===== src/rtl/apb_master.sv =====
// APB master: accepts one host request at a time and runs it as an APB
// SETUP/ACCESS transfer, returning a one-cycle completion pulse.
// Optional ACCESS-phase watchdog is compiled in with `define APB_TIMEOUT_EN;
// without it the master waits for PREADY indefinitely and rsp_err is tied low.
module apb_master #(
  parameter int unsigned DATAWIDTH = 8,
  parameter int unsigned ADDRWIDTH = 8,
  parameter int unsigned TIMEOUT   = 15
) (
  input  logic                 PCLK,
  input  logic                 PRESET,
  // Host request/response
  input  logic                 req_valid,
  output logic                 req_ready,
  input  logic                 req_write,
  input  logic [ADDRWIDTH-1:0] req_addr,
  input  logic [DATAWIDTH-1:0] req_wdata,
  output logic                 rsp_valid,
  output logic [DATAWIDTH-1:0] rsp_rdata,
  output logic                 rsp_err,
  // APB
  output logic                 PSEL,
  output logic                 PENABLE,
  output logic                 PWRITE,
  output logic [ADDRWIDTH-1:0] PADDR,
  output logic [DATAWIDTH-1:0] PWDATA,
  input  logic [DATAWIDTH-1:0] PRDATA,
  input  logic                 PREADY
);

  localparam logic [1:0] StIdle   = 2'd0;
  localparam logic [1:0] StSetup  = 2'd1;
  localparam logic [1:0] StAccess = 2'd2;

  logic [1:0] state_q, state_d;
  logic       handshake;
  logic       done_ok;
  logic       done_err;

  assign req_ready = (state_q == StIdle);
  assign handshake = req_valid & req_ready;
  // PREADY/PRDATA only mean anything while in ACCESS.
  assign done_ok   = (state_q == StAccess) & PREADY;

`ifdef APB_TIMEOUT_EN
  logic [7:0] wait_cnt_q;

  // Abort when the current stalled cycle would be the TIMEOUT-th one.
  assign done_err = (state_q == StAccess) & ~PREADY & (wait_cnt_q == 8'(TIMEOUT - 1));

  // Count stalled ACCESS cycles; cleared whenever a new transfer enters SETUP.
  always_ff @(posedge PCLK) begin
    if (PRESET) begin
      wait_cnt_q <= '0;
    end else if (state_d == StSetup) begin
      wait_cnt_q <= '0;
    end else if ((state_q == StAccess) && !PREADY) begin
      wait_cnt_q <= wait_cnt_q + 8'd1;
    end
  end

  // Error flag accompanies the completion pulse.
  always_ff @(posedge PCLK) begin
    if (PRESET) begin
      rsp_err <= 1'b0;
    end else begin
      rsp_err <= done_err;
    end
  end
`else
  assign done_err = 1'b0;
  assign rsp_err  = 1'b0;
`endif

  // Next-state: SETUP always lasts one cycle, ACCESS until PREADY or abort.
  always_comb begin
    state_d = state_q;
    case (state_q)
      StIdle:   if (handshake) state_d = StSetup;
      StSetup:  state_d = StAccess;
      StAccess: if (done_ok || done_err) state_d = StIdle;
      default:  state_d = StIdle;
    endcase
  end

  // Registered APB and response outputs; reset abandons any in-flight transfer.
  always_ff @(posedge PCLK) begin
    if (PRESET) begin
      state_q   <= StIdle;
      PSEL      <= 1'b0;
      PENABLE   <= 1'b0;
      PWRITE    <= 1'b0;
      PADDR     <= '0;
      PWDATA    <= '0;
      rsp_valid <= 1'b0;
      rsp_rdata <= '0;
    end else begin
      state_q   <= state_d;
      PSEL      <= (state_d != StIdle);
      PENABLE   <= (state_d == StAccess);
      rsp_valid <= done_ok | done_err;
      if (handshake) begin
        PWRITE <= req_write;
        PADDR  <= req_addr;
        PWDATA <= req_wdata;
      end
      // rsp_rdata holds its value between completions.
      if (done_ok) begin
        rsp_rdata <= PWRITE ? '0 : PRDATA;
      end else if (done_err) begin
        rsp_rdata <= '0;
      end
    end
  end

endmodule


===== config.mk =====
export PLATFORM = sky130hd
export DESIGN_NAME = apb_master
export DESIGN_NICKNAME = d
export VERILOG_FILES = /design/src/rtl/apb_master.sv
export SDC_FILE = /design/constraint.sdc
export NUM_CORES = 1
export LEC_CHECK = 0
export BUFFER_PORTS_ARGS = -buffer_cell sky130_fd_sc_hd__buf_4
export CORE_MARGIN = 2
export CORE_UTILIZATION = 46
export DETAILED_ROUTE_END_ITERATION = 16
export PLACE_DENSITY_LB_ADDON = 0.12
export SYNTH_ARGS = -nofsm -noshare
export SYNTH_HDL_FRONTEND = slang
export SYNTH_SLANG_ARGS = --single-unit

===== constraint.sdc =====
create_clock -name PCLK -period 1.3 [get_ports PCLK]
set_input_delay 0.065 -clock PCLK [delete_from_list [all_inputs] [get_ports PCLK]]
set_output_delay 0.065 -clock PCLK [all_outputs]
set_load 0.1 [all_outputs]

==> summary.md <==
| Metric | Value |
|---|---|
| Fin cells | `between 200 and 250` |
| Critical path's top delay family | `flip-flops` |
| WL/cell | `12.1 µm` |
| Mux cell area share after synthesis | `0.187` |
| Rows | `19` |
| Mapped Cells | `~130` |
| TritonCTS clock tree | `built` |
| Synthesized area per cell | `between 10 and 15 µm²` |
| # port buffers | `between 50 and 60` |
| Critical path buffers and inverters | `1` |
| Total number of vias | `1077` |
| Final period util | `0.915` |
| DRT antenna net count | `0` |
| CP Class | `flop to output pin` |
| Root buffer cell | `clkbuf_4` |
| Initial antenna violation count | `0` |
| Commonest non-fill, non-tap cells in the layout | `buf_4, nand2b_1, dfxtp_1` |
| RSZ-0062 raised after global routing | `false` |
| GP Congestion | `0.636` |
| Req. time, crit path | `1.24 ns` |
| H-tree levels | `2` |
| XOR/XNOR Fraction of Synth Area | `0` |
| Final nets | `roughly 220` |
| FILL cells | `about 230` |
| Main combinational cell family by area after synthesis | `simple AND/OR/NAND/NOR gates` |
| Seq/Total Area, Yosys | `0.449` |
| Register bit count reported by yosys | `30` |
| Final Setup Violations | `0` |
| Post-CTS setup repair buffer count | `0` |
| DRT Pass-1 Iters | `4` |
| Die Height | `about 58 µm` |
| DR iter-0 viols | `35` |
| First-pass GRT wire length | `~4500 µm` |
| Antenna diodes | `0` |
| Syn_nets | `roughly 160` |
| Vias per cell | `4.81` |
| Tmin final | `between 1 and 1.5 ns` |
| Cts repair resizes | `0` |
| R2R depth | `3` |
| Tightest Hold Check Type | `primary input to flop` |
| Largest net degree at the start of global routing | `56` |
| Slew Viols, Final | `0` |
| Worst Path Arrival | `approximately 1.1 ns` |
| Share of the synthesized area in compound gates (AO/OA/AOI/OAI) | `0.0122` |
| PwrDens | `around 1200 nW/µm²` |
| Max-Cap Viols | `0` |
| Core Area | `around 2800 µm²` |
| Final-report hold violation count | `0` |
| Total CTS buffers | `5` |
| Mapped cell area | `1340 µm²` |
| Grt total ovfl | `0` |
| Static leakage | `between 0.8 and 0.9 nW` |
| Die X | `slightly below 60 µm` |
| Post-synth cell types | `16` |
| Starting density of the core | `0.485` |
| Clk_lat worst skew | `around 0.32 ns` |
| Fmax | `0.841 GHz` |
| Fin Clk Skew | `between 0.009 and 0.01 ns` |
| Worst Hold Depth | `3` |
| Clk sinks | `30` |
| Critical path cell sequence | `nor2_2, buf_4` |
| Vias in the first global route | `about 1100` |
| # IOs | `59` |
| Crit path max-delay cell type | `dfxtp_1` |
| Post-cts hold buffer count | `8` |
| Final worst slack | `roughly 0.11 ns` |
| Setup slack at placement | `0.163 ns` |
| Most common cell after layout, fill and taps aside | `buf_4` |
| Residual DRC count | `0` |
| Die ar. | `3350 µm²` |
| Adder-cell share of the synthesized area | `0` |
| Critical path startpoint category | `flop` |
| Setup_tns | `0 ns` |
| Slowest stage delay, CP | `around 0.38 ns` |
| Synth warn | `0` |
| Critical Path End Type | `output pin` |
| Clock transition at path regs | `0.10 ns` |
| GRT Total Usage | `0.176` |
| Crit path max fanout | `6` |
| Synth Area in Simple Gates | `0.293` |
| Drt total wl | `between 2000 and 3000 µm` |
| Status | `finished clean` |
| DP Cell Count | `approximately 210` |
| Area growth, synth to finish | `42.2%` |
| Layout cell share with drive strength beyond 1 | `0.363` |
| VDD IR max | `just under 1 mV` |
| HPWL Detailed | `1900 µm` |
| Clock buffer depth | `2` |
| Worst path depth | `2` |
## cell families after synthesis
group / after synthesis
and+or+nand+nor: 58
DFF: 30
muxes: 25
buffers and inverters: 10
AOI/OAI and AO/OA: 3
other: 1
## registers in the layout, summed over array words and instances (netlist names)
register / count
rsp_valid: 1
PSEL: 1
PADDR: 8
state_q: 2
PWRITE: 1
PWDATA: 8
PENABLE: 1
rsp_rdata: 8
## Yosys cell counts (all sizes together)
library cell	n	area share
a21oi	2	0.0075
dfxtp	30	0.45
nor2	2	0.0056
a31oi	1	0.0047
nand2b	43	0.20
conb	1	0.0028
buf	8	0.051
nor3b	1	0.0094
nor2b	1	0.0047
clkbuf	2	0.0056
and3b	1	0.0065
mux2i	25	0.19
or3b	10	0.065
## metrics by stage
stage / util / area, µm² / hold WS, ns / power [W]
6_report: 0.690 / 1900 / 0.0207 / 0.00230
2_1_floorplan: - / 1340 / 0.212 / 0.00157
4_1_cts: 0.690 / 1900 / 0.00437 / 0.00233
3_5_place_dp: 0.639 / 1760 / 0.343 / 0.00173
3_3_place_gp: 0.639 / 1760 / 0.333 / 0.00172
5_1_grt: 0.690 / 1900 / 0.00601 / 0.00239
## cell type report
type | count | area, µm² | area share
Sequential cell | 30 | 602 | 0.316
Clock inverter | 1 | 5.00 | 0.00263
Clock buffer | 7 | 55.1 | 0.0289
Multi-Input combinational cell | 87 | 671 | 0.353
Tap cell | 31 | 38.8 | 0.0204
Timing Repair Buffer | 68 | 531 | 0.279
## path summary, 6_finish.rpt
check | startpoint | endpoint | slack [ns]
max reg2reg | state_q[1]$_SDFF_PP0_ | PWDATA[6]$_SDFFE_PP0P_ | 0.16
max | state_q[1]$_SDFF_PP0_ | req_ready | 0.11
min | req_wdata[2] | PWDATA[2]$_SDFFE_PP0P_ | 0.02
min reg2reg | PWDATA[0]$_SDFFE_PP0P_ | PWDATA[0]$_SDFFE_PP0P_ | 0.48
## worst register-to-register path: cells and delay by family, from the launching register on
family,cells,cell delay [ns]
DFF,1,0.38
buffers and inverters,1,0.24
and+or+nand+nor,1,0.22
muxes,1,0.23
## per-layer routing
metal	track usage	wire, µm
met5	0	0
met4	0.0797	25
met3	0.0469	193
met2	0.330	1360
met1	0.180	1120
## report_power, final
part | total [W] | internal (W) | switching, W
combinational | 0.000719 | 0.000223 | 0.000496
clock | 0.000575 | 0.000262 | 0.000313
sequential | 0.00101 | 0.000972 | 0.0000353
Power figures use the tool's default switching activity.
